## config.mk

```make
export PLATFORM = sky130hd
export DESIGN_NAME = decoder3_wb_flat
export DESIGN_NICKNAME = d
export VERILOG_FILES = /design/src/rtl/decoder3_wb_pkg.sv /design/src/rtl/decoder3_wb_if.sv /design/src/rtl/decoder3_wb_timeout.sv /design/src/rtl/decoder3_wb.sv /design/src/flat_wrapper.sv
export SDC_FILE = /design/constraint.sdc
export NUM_CORES = 1
export LEC_CHECK = 0
export CAP_MARGIN = 15
export CORE_AREA = 5 5 160 162
export CTS_BUF_LIST = sky130_fd_sc_hd__clkbuf_4 sky130_fd_sc_hd__clkbuf_8 sky130_fd_sc_hd__clkbuf_16
export DETAILED_ROUTE_END_ITERATION = 10
export DIE_AREA = 0 0 165 167
export DONT_BUFFER_PORTS = 1
export MAX_ROUTING_LAYER = met4
export PLACE_DENSITY = 0.32
export SKIP_LAST_GASP = 1
export SYNTH_ARGS = -nofsm -noshare
export SYNTH_HDL_FRONTEND = slang
export SYNTH_SLANG_ARGS = --single-unit
```

## constraint.sdc

```tcl
create_clock -name clk -period 1.5 [get_ports clk]
set_clock_uncertainty 0.05 [all_clocks]
set_input_delay 0.075 -clock clk [delete_from_list [all_inputs] [get_ports clk]]
set_output_delay 0.075 -clock clk [all_outputs]
set_load 0.01 [all_outputs]
```

## src/rtl/decoder3_wb_pkg.sv

```systemverilog
// rtl/decoder3_wb_pkg.sv - shared address map and helpers for the 1-to-3 Wishbone decoder
//
// Platform header for the uncore decoder. The SoC top and the linker-map
// generator both take the slave windows from here, so there is only one
// copy of the address map.
// Contents: default base/mask per slave, default timeout, slave index type,
// address-window match helper.
package decoder3_wb_pkg;

    localparam logic [31:0] S0_ADDR_DEF = 32'h0000_0000;
    localparam logic [31:0] S0_MASK_DEF = 32'hF000_0000;
    localparam logic [31:0] S1_ADDR_DEF = 32'h1000_0000;
    localparam logic [31:0] S1_MASK_DEF = 32'hF000_0000;
    localparam logic [31:0] S2_ADDR_DEF = 32'h2000_0000;
    localparam logic [31:0] S2_MASK_DEF = 32'hF000_0000;

    localparam int TIMEOUT_DEF = 255;

    typedef enum logic [1:0] {
        SLV0 = 2'd0,
        SLV1 = 2'd1,
        SLV2 = 2'd2
    } slave_idx_t;

    // Operands are widened to 64 bits so one helper serves any address width.
    function automatic logic addr_match(input logic [63:0] adr,
                                        input logic [63:0] base,
                                        input logic [63:0] mask);
        return (adr & mask) == (base & mask);
    endfunction

endpackage

```

## src/rtl/decoder3_wb_if.sv

```systemverilog
// rtl/decoder3_wb_if.sv - classic Wishbone bus bundle with master/slave views
//
// Signals: adr, wdat (master->slave data), rdat (slave->master data), we,
// sel, stb, cyc, ack, err.
// master modport: drives the request, receives rdat/ack. The slaves behind
//   this decoder are ack-only, so err is not part of the master view.
// slave modport : receives the request, drives rdat/ack/err.
interface decoder3_wb_if
    import decoder3_wb_pkg::*;
#(
    parameter int DATA_WIDTH   = 32,
    parameter int ADDR_WIDTH   = 32,
    parameter int SELECT_WIDTH = DATA_WIDTH / 8
);
    logic [ADDR_WIDTH-1:0]   adr;
    logic [DATA_WIDTH-1:0]   wdat;
    logic [DATA_WIDTH-1:0]   rdat;
    logic                    we;
    logic [SELECT_WIDTH-1:0] sel;
    logic                    stb;
    logic                    cyc;
    logic                    ack;
    logic                    err;

    modport master (
        output adr, wdat, we, sel, stb, cyc,
        input  rdat, ack
    );

    modport slave (
        input  adr, wdat, we, sel, stb, cyc,
        output rdat, ack, err
    );
endinterface

```

## src/rtl/decoder3_wb_timeout.sv

```systemverilog
// rtl/decoder3_wb_timeout.sv - saturating wait counter with expiry flag
//
// Ports:
//   clk, rst  - clock, synchronous active-high reset
//   clear     - zero the counter (held while no access is outstanding)
//   enable    - count one waiting cycle
//   expired   - the current waiting cycle is the TIMEOUT_CYCLES-th one
// TIMEOUT_CYCLES = 0 disables expiry entirely.
module decoder3_wb_timeout
    import decoder3_wb_pkg::*;
#(
    parameter int TIMEOUT_CYCLES = TIMEOUT_DEF
) (
    input  logic clk,
    input  logic rst,
    input  logic clear,
    input  logic enable,
    output logic expired
);
    // The counter holds the number of waiting cycles already completed, so
    // it only needs to reach TIMEOUT_CYCLES-1; the cycle at that value is
    // the last one the slave gets.
    localparam int CW = (TIMEOUT_CYCLES < 2) ? 1 : $clog2(TIMEOUT_CYCLES);
    localparam logic [CW-1:0] LIMIT =
        (TIMEOUT_CYCLES == 0) ? '0 : CW'(TIMEOUT_CYCLES - 1);

    logic [CW-1:0] count;

    always_ff @(posedge clk) begin
        if (rst || clear) begin
            count <= '0;
        end else if (enable && (count != LIMIT)) begin
            count <= count + 1'b1;
        end
    end

    assign expired = (TIMEOUT_CYCLES != 0) && (count == LIMIT);

endmodule

```

## src/rtl/decoder3_wb.sv

```systemverilog
// rtl/decoder3_wb.sv - registered 1-master to 3-slave Wishbone address decoder
//
// Ports:
//   clk, rst - clock, synchronous active-high reset
//   wbm      - upstream bus (decoder is the slave): request in, rdat/ack/err out
//   wbs0..2  - downstream buses (decoder is the master): request out, rdat/ack in
// One access at a time. Unmapped addresses and slaves that do not ack within
// TIMEOUT_CYCLES end with a single-cycle err so the master never hangs.
module decoder3_wb
    import decoder3_wb_pkg::*;
#(
    parameter int                    DATA_WIDTH     = 32,
    parameter int                    ADDR_WIDTH     = 32,
    parameter int                    SELECT_WIDTH   = DATA_WIDTH / 8,
    parameter logic [ADDR_WIDTH-1:0] S0_ADDR        = ADDR_WIDTH'(S0_ADDR_DEF),
    parameter logic [ADDR_WIDTH-1:0] S0_MASK        = ADDR_WIDTH'(S0_MASK_DEF),
    parameter logic [ADDR_WIDTH-1:0] S1_ADDR        = ADDR_WIDTH'(S1_ADDR_DEF),
    parameter logic [ADDR_WIDTH-1:0] S1_MASK        = ADDR_WIDTH'(S1_MASK_DEF),
    parameter logic [ADDR_WIDTH-1:0] S2_ADDR        = ADDR_WIDTH'(S2_ADDR_DEF),
    parameter logic [ADDR_WIDTH-1:0] S2_MASK        = ADDR_WIDTH'(S2_MASK_DEF),
    parameter int                    TIMEOUT_CYCLES = TIMEOUT_DEF
) (
    input  logic        clk,
    input  logic        rst,
    decoder3_wb_if.slave  wbm,
    decoder3_wb_if.master wbs0,
    decoder3_wb_if.master wbs1,
    decoder3_wb_if.master wbs2
);
    typedef enum logic [1:0] {
        ST_IDLE   = 2'd0,
        ST_ACTIVE = 2'd1,
        ST_ERR    = 2'd2
    } state_t;

    state_t     state;
    slave_idx_t sel_idx;

    logic hit0, hit1, hit2;
    logic active;
    logic ack_sel;
    logic expired;
    logic gate0, gate1, gate2;

    logic [ADDR_WIDTH-1:0]   adr_fwd;
    logic [DATA_WIDTH-1:0]   wdat_fwd;
    logic [SELECT_WIDTH-1:0] sel_fwd;
    logic [DATA_WIDTH-1:0]   rdat_sel;

    assign hit0 = addr_match(64'(wbm.adr), 64'(S0_ADDR), 64'(S0_MASK));
    assign hit1 = addr_match(64'(wbm.adr), 64'(S1_ADDR), 64'(S1_MASK));
    assign hit2 = addr_match(64'(wbm.adr), 64'(S2_ADDR), 64'(S2_MASK));

    assign active = (state == ST_ACTIVE);

    always_comb begin
        ack_sel  = 1'b0;
        rdat_sel = '0;
        case (sel_idx)
            SLV0: begin ack_sel = wbs0.ack; rdat_sel = wbs0.rdat; end
            SLV1: begin ack_sel = wbs1.ack; rdat_sel = wbs1.rdat; end
            SLV2: begin ack_sel = wbs2.ack; rdat_sel = wbs2.rdat; end
            default: begin ack_sel = 1'b0; rdat_sel = '0; end
        endcase
    end

    // Request fields go to every slave unmasked; only cyc/stb select one.
    assign adr_fwd  = wbm.adr;
    assign wdat_fwd = wbm.wdat;
    assign sel_fwd  = wbm.sel;

    assign wbs0.adr = adr_fwd;  assign wbs0.wdat = wdat_fwd;
    assign wbs0.sel = sel_fwd;  assign wbs0.we   = wbm.we;
    assign wbs1.adr = adr_fwd;  assign wbs1.wdat = wdat_fwd;
    assign wbs1.sel = sel_fwd;  assign wbs1.we   = wbm.we;
    assign wbs2.adr = adr_fwd;  assign wbs2.wdat = wdat_fwd;
    assign wbs2.sel = sel_fwd;  assign wbs2.we   = wbm.we;

    // Gating by the live wbm.cyc makes a master abort drop the slave cycle
    // in the same clock, before the state machine has caught up.
    assign gate0 = active && (sel_idx == SLV0) && wbm.cyc;
    assign gate1 = active && (sel_idx == SLV1) && wbm.cyc;
    assign gate2 = active && (sel_idx == SLV2) && wbm.cyc;

    assign wbs0.cyc = gate0;  assign wbs0.stb = gate0 && wbm.stb;
    assign wbs1.cyc = gate1;  assign wbs1.stb = gate1 && wbm.stb;
    assign wbs2.cyc = gate2;  assign wbs2.stb = gate2 && wbm.stb;

    assign wbm.ack  = active && ack_sel && wbm.cyc;
    assign wbm.rdat = active ? rdat_sel : '0;
    assign wbm.err  = (state == ST_ERR);

    decoder3_wb_timeout #(
        .TIMEOUT_CYCLES(TIMEOUT_CYCLES)
    ) u_timeout (
        .clk    (clk),
        .rst    (rst),
        .clear  (!active),
        .enable (active && !ack_sel),
        .expired(expired)
    );

    always_ff @(posedge clk) begin
        if (rst) begin
            state   <= ST_IDLE;
            sel_idx <= SLV0;
        end else begin
            case (state)
                ST_IDLE: begin
                    if (wbm.cyc && wbm.stb) begin
                        // Overlapping windows resolve S0 > S1 > S2.
                        if (hit0) begin
                            sel_idx <= SLV0;
                            state   <= ST_ACTIVE;
                        end else if (hit1) begin
                            sel_idx <= SLV1;
                            state   <= ST_ACTIVE;
                        end else if (hit2) begin
                            sel_idx <= SLV2;
                            state   <= ST_ACTIVE;
                        end else begin
                            state <= ST_ERR;
                        end
                    end
                end
                ST_ACTIVE: begin
                    // Ack is tested before expiry so a last-moment ack wins.
                    if (!wbm.cyc || ack_sel) begin
                        state <= ST_IDLE;
                    end else if (expired) begin
                        state <= ST_ERR;
                    end
                end
                ST_ERR:  state <= ST_IDLE;
                default: state <= ST_IDLE;
            endcase
        end
    end

endmodule

```

## src/flat_wrapper.sv

```systemverilog
// flat-port wrapper written by rule: the top's interface ports become plain ports
module decoder3_wb_flat import decoder3_wb_pkg::*;
#(
    parameter int                    DATA_WIDTH     = 32,
    parameter int                    ADDR_WIDTH     = 32,
    parameter int                    SELECT_WIDTH   = DATA_WIDTH / 8,
    parameter logic [ADDR_WIDTH-1:0] S0_ADDR        = ADDR_WIDTH'(S0_ADDR_DEF),
    parameter logic [ADDR_WIDTH-1:0] S0_MASK        = ADDR_WIDTH'(S0_MASK_DEF),
    parameter logic [ADDR_WIDTH-1:0] S1_ADDR        = ADDR_WIDTH'(S1_ADDR_DEF),
    parameter logic [ADDR_WIDTH-1:0] S1_MASK        = ADDR_WIDTH'(S1_MASK_DEF),
    parameter logic [ADDR_WIDTH-1:0] S2_ADDR        = ADDR_WIDTH'(S2_ADDR_DEF),
    parameter logic [ADDR_WIDTH-1:0] S2_MASK        = ADDR_WIDTH'(S2_MASK_DEF),
    parameter int                    TIMEOUT_CYCLES = TIMEOUT_DEF
)
  (clk, rst, wbm_adr, wbm_wdat, wbm_we, wbm_sel, wbm_stb, wbm_cyc, wbm_rdat, wbm_ack, wbm_err, wbs0_adr, wbs0_wdat, wbs0_we, wbs0_sel, wbs0_stb, wbs0_cyc, wbs0_rdat, wbs0_ack, wbs1_adr, wbs1_wdat, wbs1_we, wbs1_sel, wbs1_stb, wbs1_cyc, wbs1_rdat, wbs1_ack, wbs2_adr, wbs2_wdat, wbs2_we, wbs2_sel, wbs2_stb, wbs2_cyc, wbs2_rdat, wbs2_ack);
  decoder3_wb_if #(.DATA_WIDTH(DATA_WIDTH), .ADDR_WIDTH(ADDR_WIDTH), .SELECT_WIDTH(SELECT_WIDTH)) wbm_i ();
  decoder3_wb_if #(.DATA_WIDTH(DATA_WIDTH), .ADDR_WIDTH(ADDR_WIDTH), .SELECT_WIDTH(SELECT_WIDTH)) wbs0_i ();
  decoder3_wb_if #(.DATA_WIDTH(DATA_WIDTH), .ADDR_WIDTH(ADDR_WIDTH), .SELECT_WIDTH(SELECT_WIDTH)) wbs1_i ();
  decoder3_wb_if #(.DATA_WIDTH(DATA_WIDTH), .ADDR_WIDTH(ADDR_WIDTH), .SELECT_WIDTH(SELECT_WIDTH)) wbs2_i ();
  input  logic clk;
  input  logic rst;
  input wire logic [$bits(wbm_i.adr)-1:0] wbm_adr;
  input wire logic [$bits(wbm_i.wdat)-1:0] wbm_wdat;
  input wire logic [$bits(wbm_i.we)-1:0] wbm_we;
  input wire logic [$bits(wbm_i.sel)-1:0] wbm_sel;
  input wire logic [$bits(wbm_i.stb)-1:0] wbm_stb;
  input wire logic [$bits(wbm_i.cyc)-1:0] wbm_cyc;
  output wire logic [$bits(wbm_i.rdat)-1:0] wbm_rdat;
  output wire logic [$bits(wbm_i.ack)-1:0] wbm_ack;
  output wire logic [$bits(wbm_i.err)-1:0] wbm_err;
  output wire logic [$bits(wbs0_i.adr)-1:0] wbs0_adr;
  output wire logic [$bits(wbs0_i.wdat)-1:0] wbs0_wdat;
  output wire logic [$bits(wbs0_i.we)-1:0] wbs0_we;
  output wire logic [$bits(wbs0_i.sel)-1:0] wbs0_sel;
  output wire logic [$bits(wbs0_i.stb)-1:0] wbs0_stb;
  output wire logic [$bits(wbs0_i.cyc)-1:0] wbs0_cyc;
  input wire logic [$bits(wbs0_i.rdat)-1:0] wbs0_rdat;
  input wire logic [$bits(wbs0_i.ack)-1:0] wbs0_ack;
  output wire logic [$bits(wbs1_i.adr)-1:0] wbs1_adr;
  output wire logic [$bits(wbs1_i.wdat)-1:0] wbs1_wdat;
  output wire logic [$bits(wbs1_i.we)-1:0] wbs1_we;
  output wire logic [$bits(wbs1_i.sel)-1:0] wbs1_sel;
  output wire logic [$bits(wbs1_i.stb)-1:0] wbs1_stb;
  output wire logic [$bits(wbs1_i.cyc)-1:0] wbs1_cyc;
  input wire logic [$bits(wbs1_i.rdat)-1:0] wbs1_rdat;
  input wire logic [$bits(wbs1_i.ack)-1:0] wbs1_ack;
  output wire logic [$bits(wbs2_i.adr)-1:0] wbs2_adr;
  output wire logic [$bits(wbs2_i.wdat)-1:0] wbs2_wdat;
  output wire logic [$bits(wbs2_i.we)-1:0] wbs2_we;
  output wire logic [$bits(wbs2_i.sel)-1:0] wbs2_sel;
  output wire logic [$bits(wbs2_i.stb)-1:0] wbs2_stb;
  output wire logic [$bits(wbs2_i.cyc)-1:0] wbs2_cyc;
  input wire logic [$bits(wbs2_i.rdat)-1:0] wbs2_rdat;
  input wire logic [$bits(wbs2_i.ack)-1:0] wbs2_ack;
  assign wbm_i.adr = wbm_adr;
  assign wbm_i.wdat = wbm_wdat;
  assign wbm_i.we = wbm_we;
  assign wbm_i.sel = wbm_sel;
  assign wbm_i.stb = wbm_stb;
  assign wbm_i.cyc = wbm_cyc;
  assign wbm_rdat = wbm_i.rdat;
  assign wbm_ack = wbm_i.ack;
  assign wbm_err = wbm_i.err;
  assign wbs0_adr = wbs0_i.adr;
  assign wbs0_wdat = wbs0_i.wdat;
  assign wbs0_we = wbs0_i.we;
  assign wbs0_sel = wbs0_i.sel;
  assign wbs0_stb = wbs0_i.stb;
  assign wbs0_cyc = wbs0_i.cyc;
  assign wbs0_i.rdat = wbs0_rdat;
  assign wbs0_i.ack = wbs0_ack;
  assign wbs1_adr = wbs1_i.adr;
  assign wbs1_wdat = wbs1_i.wdat;
  assign wbs1_we = wbs1_i.we;
  assign wbs1_sel = wbs1_i.sel;
  assign wbs1_stb = wbs1_i.stb;
  assign wbs1_cyc = wbs1_i.cyc;
  assign wbs1_i.rdat = wbs1_rdat;
  assign wbs1_i.ack = wbs1_ack;
  assign wbs2_adr = wbs2_i.adr;
  assign wbs2_wdat = wbs2_i.wdat;
  assign wbs2_we = wbs2_i.we;
  assign wbs2_sel = wbs2_i.sel;
  assign wbs2_stb = wbs2_i.stb;
  assign wbs2_cyc = wbs2_i.cyc;
  assign wbs2_i.rdat = wbs2_rdat;
  assign wbs2_i.ack = wbs2_ack;
  decoder3_wb #(.DATA_WIDTH(DATA_WIDTH), .ADDR_WIDTH(ADDR_WIDTH), .SELECT_WIDTH(SELECT_WIDTH), .S0_ADDR(S0_ADDR), .S0_MASK(S0_MASK), .S1_ADDR(S1_ADDR), .S1_MASK(S1_MASK), .S2_ADDR(S2_ADDR), .S2_MASK(S2_MASK), .TIMEOUT_CYCLES(TIMEOUT_CYCLES)) u_core (.clk(clk), .rst(rst), .wbm(wbm_i), .wbs0(wbs0_i), .wbs1(wbs1_i), .wbs2(wbs2_i));
endmodule
```

* Yosys cells after proc, flatten, opt, wreduce, memory -nomap -nowiden
Index checks and enable logic that the tools add are counted.
** Cells by class
- Eq/ne operators :: 10
- Reductions and logical operators :: 25
- Multiplexer cells :: 13
- $add $sub $neg :: 1
** Operator list (count)
- case mux 32 bit (3 select lines) :: 1
- zero test 64 bit :: 1
- 2-to-1 mux 32 bit :: 1
- 2-to-1 mux 2 bit :: 9
- logical AND 1 bit :: 14
- adder 8 x 1 -> 8 bit (second input constant) :: 1
- equality test 8 bit (second input constant) :: 1
- != test 8 bit (second input constant) :: 1
- equality test 2 x 1 -> 1 bit (second input constant) :: 2
- equality test 2 bit (second input constant) :: 2
- equality test 4 x 1 -> 1 bit (second input constant) :: 1
- equality test 4 x 2 -> 1 bit (second input constant) :: 1
- zero test 2 bit :: 2
- case mux 2 bit (2 select lines) :: 1
- zero test 1 bit :: 3
- != test 3 bit (second input constant) :: 1
- case mux 1 bit (3 select lines) :: 1
- AND reduction 3 bit :: 1
- nonzero test 3 bit :: 1
- logical OR 1 bit :: 2
- != test 2 x 1 -> 1 bit (second input constant) :: 1
- AND reduction 2 bit :: 1
** Storage, ports and cells
- Bits in registers :: 12
- Bits of input ports :: 172
- Output and inout port bits :: 247
- Word-level logic and storage cells :: 52

* Logic depth before layout (Yosys ltp)
Gate-level depths: netlist of run 1.
- Word-level depth :: 6
- Depth in mapped cells :: 6
- Mapped depth without buffers :: 6

* Modules after synthesis
Synthesis of run 1 repeated with hierarchy kept, for this count alone.
** Unflattened totals
- Cell total of the unflattened synthesis :: 432
- Area, all modules :: 3133.0 µm²
** By module, submodules not included
- decoder3_wb :: cells an instance 387, area an instance 2726.4 µm², sequential area each 80.1 µm², instances 1
- decoder3_wb_timeout :: cells an instance 45, area an instance 406.6 µm², sequential area each 160.2 µm², instances 1

* Least setup slack after synthesis of run 1
No wires, ideal clock.
- Kind :: reg2reg
- Start :: reg u_core.sel_idx[0]
- End :: reg u_core.u_timeout.count[3]
- Data arrival time :: 1.432 ns
- Data required time :: 1.380 ns
- Path slack :: -0.052 ns
- Period minus slack after synthesis :: 1.552 ns
- Cell stages (with the launch flop) :: 5
- Cells stage by stage :: dfxtp_1 mux2i_1 o211ai_4 or4_1 a21oi_1
** Between the ends
- Longest elaborated chain between the ends :: 5
** Ends and longest elaborated chain
- from (decl) :: RTL line decoder3_wb.sv:37 : slave_idx_t sel_idx;
- from (signal assigned) :: RTL line decoder3_wb.sv:106 : sel_idx <= SLV0;
- from (signal assigned) :: RTL line decoder3_wb.sv:113 : sel_idx <= SLV0;
- from (signal assigned) :: RTL line decoder3_wb.sv:116 : sel_idx <= SLV1;
- equality test 2 bit (tied with other cells) :: RTL line decoder3_wb.sv:59 : case (sel_idx)
- case mux 1 bit (3 select lines) * :: RTL line decoder3_wb.sv:59
- zero test 1 bit * :: RTL line decoder3_wb.sv:99 : .enable (active && !ack_sel),
- logical AND 1 bit * :: RTL line decoder3_wb.sv:99
- logical AND 1 bit * :: RTL line decoder3_wb_timeout.sv:32 : end else if (enable && (count != LIMIT)) begin
- to (signal assigned) :: RTL line decoder3_wb_timeout.sv:33 : count <= count + 1'b1;
- to (decl) :: RTL line decoder3_wb_timeout.sv:27 : logic [CW-1:0] count;
Every way passes the cells marked *; elsewhere a longest branch is shown, timed or not.
A chain may end at the register's enable or synchronous reset.

* Final worst setup path of run 1
- Start :: reg u_core.sel_idx[0]
- End :: out wbs2_stb
** Between the ends
- Longest elaborated chain between the ends :: 4
** Ends and longest elaborated chain
- equality test 2 bit :: RTL line decoder3_wb.sv:83 : assign gate2 = active && (sel_idx == SLV2) && wbm.cyc;
- logical AND 1 bit (2 in a row) :: RTL line decoder3_wb.sv:83
- logical AND 1 bit :: RTL line decoder3_wb.sv:87 : assign wbs2.cyc = gate2; assign wbs2.stb = gate2 && wbm.stb;
- to (decl) :: RTL line flat_wrapper.sv:51 : output wire logic [$bits(wbs2_i.stb)-1:0] wbs2_stb;
No other way between the ends.

==> impl_metrics.tcl, run 1 <==
set metrics [dict create \
    outcome "finished, violations left" \
    failed_checks "setup timing" \
    cts_max_level 1 \
    synth-async-reset-ratio_pct 0 \
    postSynthAreaPerCell_um2 7.02 \
    ys_dominant_reg_cell "sky130_fd_sc_hd__dfxtp_1" \
    synth-seq-area-share_pct 7.76 \
    vias_per_cell 3.47 \
    post_layout_nonfiller_instances 592 \
    design.die.area_um2 27600 \
    numCtsBuffers 3 \
    port-buffer-count 0 \
    cts_tree "built" \
    num_rows 57 \
    syn_to_final_growth_pct -12.6 \
    pin_count_of_the_biggest_net_entering_global_routing 23 \
    yosysWarnings 0 \
    ir_drop_mv 0.391 \
    ys_ff_latch 12 \
    crit_arrival_ps 1560 \
    placed_cell_area_um2 2180 \
    max_freq_mhz 595 \
    timing_hold_violations_final 0 \
    avgRoutedWirePerCell_um 17.6 \
    synthMostInstantiatedCell "sky130_fd_sc_hd__buf_4" \
    grt_pass1_vias 2190 \
    setup_violations 43 \
    finalNetCount 444 \
    ratio_of_cells_with_drive_above_1_in_the_final_layout_pct 41.8 \
    ant_nets 0 \
    place_hpwl_um 7880 \
    synth_area_um2 3090 \
    floorplan.io_pins 419 \
    number_of_enable_flip_flop_cells_after_synthesis 0 \
    floorplan.initialDensity_pct 12.9 \
    synth.largest_area_cell "sky130_fd_sc_hd__buf_4" \
    critical_path.cell_chain "buf_8 > and2b_4 > buf_12 > and3_4 > and2_4" \
    timing.critical_path.fanout_max 6 \
    antenna-diode-count 0 \
    drv_slew 0 \
    total_number_of_vias 2055 \
    crit_slowest_cell "sky130_fd_sc_hd__dfxtp_4" \
    antenna_found_initial 0 \
    root_buffer "sky130_fd_sc_hd__clkbuf_16" \
    placed_cells 577 \
    clkSlewWorstSetupHoldPaths_ps 50 \
    global_placement_routability_congestion 0.741 \
    remaining_drc_errors 0 \
    synth_area_leaders "sky130_fd_sc_hd__buf_4 50%, sky130_fd_sc_hd__mux2i_1 11%, sky130_fd_sc_hd__nor2_1 9.0%" \
    routed_wirelength_um 10400 \
    fin_area_um2 2700 \
    fin_crit_sh_pct 112 \
    critPathLaunchType "flip-flop" \
    worst_slack_ps -181 \
    synth.lib_cells_used.distinct 38 \
    cellPowerDensity_nw_per_um2 393 \
    number_of_standard_cells_after_synthesis 441 \
    drt_pre_antenna_iters 4 \
    chipWidth_um 165 \
    maxSlewHeadroom_pct 71.8 \
    worst_hold_path.num_cells 2 \
    worstSetupEndpointType "output pin" \
    layout_min_cycle_time_ps 1680 \
    worst-endpoint-required_ps 1370 \
    grt_first_pass_wirelength_um 14000 \
    maximum_buffer_depth_of_the_clock_tree 2 \
    crit_path_max_incr_delay_ps 350 \
    power.leakage_nw 0.826 \
    netlist_top_cells_count "207 x sky130_fd_sc_hd__buf_4, 74 x sky130_fd_sc_hd__nor2_1, 37 x sky130_fd_sc_hd__a21oi_1, 35 x sky130_fd_sc_hd__mux2i_1, 12 x sky130_fd_sc_hd__dfxtp_1" \
    worst_pin_slew_ps 422 \
    fp.dieH_um 167 \
    clkSinkCount 12 \
    rsz0062_at_grt "yes" \
    setup.worst_path.class "flip-flop to output pin" \
    min_path_type "primary input to flip-flop" \
    design.core.area_um2 24000 \
    clock_insertion_delay_worst_skew_ps 240 \
    dr.first_iter.drc_count 58 \
    total_overflow_reported_by_the_global_router 0 \
    portion_of_synthesized_cell_area_occupied_by_the_leading_cell_type_pct 50.2 \
    postSynthNetCount 615 \
    globalRouteTotalUtil_pct 6.93 \
    r2r.worst_path.cells 6 \
    max_cap_violations 0 \
]
-- state kept, by name, indices dropped and copies added, names as in the netlist --
register / count
u_core.u_timeout.count: 8
u_core.state: 2
u_core.sel_idx: 2
-- logic make-up (layout without fill, tap and decap cells) --
kind of cell,Yosys count,after routing,share of synthesized area [%]
fa+ha+maj,2,2,0.809
simple gates,109,109,15.7
mux,35,35,11.3
compound gates,57,57,11.5
buf+inv,226,53,52.9
flops,12,12,7.76
-- final timing paths --
kind,startpoint,end,slack (ps)
hold reg to reg,u_core.u_timeout.count[4],u_core.u_timeout.count[4],480
setup / recovery,u_core.sel_idx[0],wbs2_stb,-180
hold / removal,rst,u_core.u_timeout.count[1],30
setup reg to reg,u_core.sel_idx[0],u_core.u_timeout.count[6],-140
-- power breakdown --
part,internal (mW),total [mW],switching [mW]
sequential,0.321,0.326,0.00526
clock,0.348,0.498,0.150
combinational,0.101,0.238,0.137
-- per-layer routing --
| metal | up-vias | wire (µm) | track usage (%) |
|---|---|---|---|
| li1 | 904 | - | - |
| met1 | 950 | 4270 | 7.97 |
| met2 | 156 | 4700 | 10.8 |
| met3 | 45 | 1070 | 2.52 |
| met4 | 0 | 361 | 2.93 |
| met5 | - | 0 | - |
-- timing repair --
item                                   4_1_cts  5_1_grt
setup endpoints to repair                   44       50
buffers inserted                             5        5
pin swaps                                    4       13
endpoints found under the hold margin        6        0
gates cloned                                 2        0
hold buffers                                 2        0
resized for setup                           58       32
-- worst max-delay path: cells and delay by family, from the launching register on --
kind	cells	cell delay, ps
buffers and inverters	2	290
flip-flops	1	350
AND/OR/NAND/NOR	3	670
-- final cells by class --
class | instances | area (µm²)
well taps | 324 | 405
inverters | 3 | 11.3
clock buffers | 3 | 75.1
repair buffers | 47 | 452
flip-flops and latches | 12 | 249
fillers | 2824 | 21300
multi-input cells | 203 | 1510
-- layout by cell type (no fill, tap or decap), types with 2 or more instances in the layout --
cell type / instances
sky130_fd_sc_hd__a211oi_1: 2
sky130_fd_sc_hd__a21oi_1: 31
sky130_fd_sc_hd__a21oi_2: 4
sky130_fd_sc_hd__a21oi_4: 2
sky130_fd_sc_hd__buf_12: 3
sky130_fd_sc_hd__buf_4: 30
sky130_fd_sc_hd__buf_6: 9
sky130_fd_sc_hd__buf_8: 3
sky130_fd_sc_hd__clkbuf_16: 3
sky130_fd_sc_hd__dfxtp_1: 7
sky130_fd_sc_hd__dfxtp_2: 4
sky130_fd_sc_hd__dlygate4sd3_1: 2
sky130_fd_sc_hd__inv_1: 3
sky130_fd_sc_hd__mux2i_1: 32
sky130_fd_sc_hd__mux2i_2: 2
sky130_fd_sc_hd__nand2_1: 5
sky130_fd_sc_hd__nand2_2: 2
sky130_fd_sc_hd__nand2b_1: 2
sky130_fd_sc_hd__nand4_1: 2
sky130_fd_sc_hd__nor2_1: 47
sky130_fd_sc_hd__nor2_2: 24
sky130_fd_sc_hd__nor2_4: 3
sky130_fd_sc_hd__nor3_2: 2
sky130_fd_sc_hd__nor4_4: 2
sky130_fd_sc_hd__o21a_1: 2
sky130_fd_sc_hd__o21ai_0: 2
sky130_fd_sc_hd__o311ai_4: 2
sky130_fd_sc_hd__o41ai_2: 2
sky130_fd_sc_hd__or3_1: 4
sky130_fd_sc_hd__or3_4: 2
-- per-stage QoR --
| step | hold slack [ps] | total power, mW | setup WS [ps] | TNS [ps] | utilization, % |
|---|---|---|---|---|---|
| after CTS | 3.30 | 1.06 | -210 | -6540 | 10.7 |
| after global routing | 42.5 | 1.11 | -241 | -7400 | 11.3 |
| after floorplan | 90.0 | 1.03 | 5.51 | 0 | - |
| final | 34.1 | 1.06 | -181 | -4050 | 11.3 |
| after detailed placement | 97.5 | 0.522 | -128 | -502 | 9.09 |
| after global placement | 97.9 | 0.517 | -113 | -147 | 9.09 |
Power figures use the tool's default switching activity.
==> run 2, diff against run 1 <==
--- a/config.mk
+++ b/config.mk
@@ -11,7 +11,6 @@
 export DETAILED_ROUTE_END_ITERATION = 10
 export DIE_AREA = 0 0 165 167
 export DONT_BUFFER_PORTS = 1
-export MAX_ROUTING_LAYER = met4
 export PLACE_DENSITY = 0.32
 export SKIP_LAST_GASP = 1
 export SYNTH_ARGS = -nofsm -noshare
==> impl_metrics.tcl, run 2 (same netlist as run 1, synthesis figures left out) <==
set metrics [dict create \
    reg2reg_from "u_core.sel_idx[0]" \
    remaining_drc_errors 0 \
    antenna-diode-count 0 \
    port-buffer-count 0 \
    power.leakage_nw 0.826 \
    timing.critical_path.fanout_max 6 \
    largest_reg_flops 8 \
    ratio_of_cells_with_drive_above_1_in_the_final_layout_pct 41.8 \
    cellPowerDensity_nw_per_um2 393 \
    hold_path.startpoint "rst" \
    finalNetCount 444 \
    maximum_buffer_depth_of_the_clock_tree 2 \
    worst-endpoint-required_ps 1370 \
    design.core.area_um2 24000 \
    clkSlewWorstSetupHoldPaths_ps 50 \
    root_buffer "sky130_fd_sc_hd__clkbuf_16" \
    crit_arrival_ps 1560 \
    clkSinkCount 12 \
    setup.worst_path.class "flip-flop to output pin" \
    finalPower_mw 1.06 \
    antenna_found_initial 0 \
    design.die.area_um2 27600 \
    ant_nets 0 \
    crit_path_max_incr_delay_ps 350 \
    syn_to_final_growth_pct -12.6 \
    worst_pin_slew_ps 422 \
    clock_insertion_delay_worst_skew_ps 240 \
    timing.hold.worst_endpoint "u_core.u_timeout.count[1]" \
    grt_first_pass_wirelength_um 14000 \
    outcome "finished, violations left" \
    critPathLaunchType "flip-flop" \
    fin_hold_ws_ps 33.8 \
    total_overflow_reported_by_the_global_router 0 \
    fp.dieH_um 167 \
    max_cap_violations 0 \
    placed_cells 577 \
    largestRegisters "u_core.u_timeout.count x8, u_core.sel_idx x2, u_core.state x2" \
    vias_per_cell 3.47 \
    post_layout_nonfiller_instances 592 \
    crit_slowest_cell "sky130_fd_sc_hd__dfxtp_4" \
    rsz0062_at_grt "yes" \
    floorplan.io_pins 419 \
    failed_checks "setup timing" \
    layout_min_cycle_time_ps 1680 \
    ir_drop_mv 0.390 \
    timing_hold_violations_final 0 \
    worst-r2r-setup-slack_ps -140 \
    numCtsBuffers 3 \
    place_hpwl_um 7880 \
    total_number_of_vias 2056 \
    r2r.worst_path.cells 6 \
    globalRouteTotalUtil_pct 6.73 \
    max_freq_mhz 595 \
    drv_slew 0 \
    grt_pass1_vias 2194 \
    worst_hold_path.num_cells 2 \
    cts_max_level 1 \
    fin_crit_sh_pct 112 \
    floorplan.initialDensity_pct 12.9 \
    worstSetupEndpointType "output pin" \
    cts_tree "built" \
    largest_register "u_core.u_timeout.count" \
    dr.first_iter.drc_count 59 \
    most_used_cells_in_the_layout_excluding_fill_and_tap_cells "47 x sky130_fd_sc_hd__nor2_1, 32 x sky130_fd_sc_hd__mux2i_1, 31 x sky130_fd_sc_hd__a21oi_1, 30 x sky130_fd_sc_hd__buf_4, 24 x sky130_fd_sc_hd__nor2_2" \
    avgRoutedWirePerCell_um 17.6 \
    drt_pre_antenna_iters 4 \
    setup_violations 43 \
    worst_slack_ps -181 \
    worst_r2r_endpoint "u_core.u_timeout.count[6]" \
    chipWidth_um 165 \
    global_placement_routability_congestion 0.730 \
    maxSlewHeadroom_pct 71.8 \
    min_path_type "primary input to flip-flop" \
    pin_count_of_the_biggest_net_entering_global_routing 23 \
    final_common_cell "sky130_fd_sc_hd__nor2_1" \
    timing.setup.tns_ps -4030 \
    critical_path.cell_chain "buf_8 > and2b_4 > buf_12 > and3_4 > and2_4" \
    routed_wirelength_um 10400 \
    num_rows 57 \
]
## run 2: cell counts in the layout (fill, tap and decap cells not counted)
Identical to the previous run, type by type.
## run 2: repair_timing
item	4_1_cts	5_1_grt
gates cloned	2	0
pin swaps	4	13
buffers inserted	5	5
setup endpoints to repair	44	50
hold endpoints to repair	6	0
gates resized for setup	58	32
hold buffers	2	0
## run 2: worst max-delay path by stage
stage,start,slack [ps],to
after global routing,u_core.sel_idx[0],-240,wbm_rdat[26]
after floorplan,u_core.sel_idx[0],6,u_core.u_timeout.count[3]
after CTS,u_core.sel_idx[0],-210,wbs2_stb
after detailed placement,u_core.u_timeout.count[1],-130,u_core.u_timeout.count[6]
after global placement,u_core.sel_idx[0],-110,u_core.u_timeout.count[3]
final,u_core.sel_idx[0],-180,wbs2_stb
## run 2: where the power goes
group	total [mW]	leakage, nW	switching (mW)	internal (mW)
clock	0.498	0.0370	0.150	0.348
sequential	0.326	0.0995	0.00526	0.321
combinational	0.238	0.689	0.136	0.101
total	1.06	0.826	0.291	0.771
## run 2: through the flow
step           instance area, µm²  utilization [%]  worst slack, ps
3_5_place_dp                 2180             9.09             -128
2_1_floorplan                3110                -             5.51
3_3_place_gp                 2180             9.09             -113
5_1_grt                      2700             11.3             -241
6_report                     2700             11.3             -181
4_1_cts                      2550             10.7             -210
## run 2: cell type report
type	instances	area (µm²)
Clock buffer	3	75.1
Fill cell	2824	21300
Sequential cell	12	249
Inverter	3	11.3
Multi-Input combinational cell	203	1510
Tap cell	324	405
Timing Repair Buffer	47	452
## run 2: worst max-delay path, delay by kind of cell (launching register included)
kind                   cells  cell delay [ps]
and+or+nand+nor            3              670
DFF                        1              350
buffers and inverters      2              290
## run 2: metal layers
layer / global-route usage (%) / wire [µm] / vias to the layer above
li1: - / - / 904
met3: 2.57 / 1100 / 45
met4: 2.93 / 355 / 0
met5: 0 / 0 / -
met2: 10.8 / 4700 / 158
met1: 7.91 / 4240 / 949
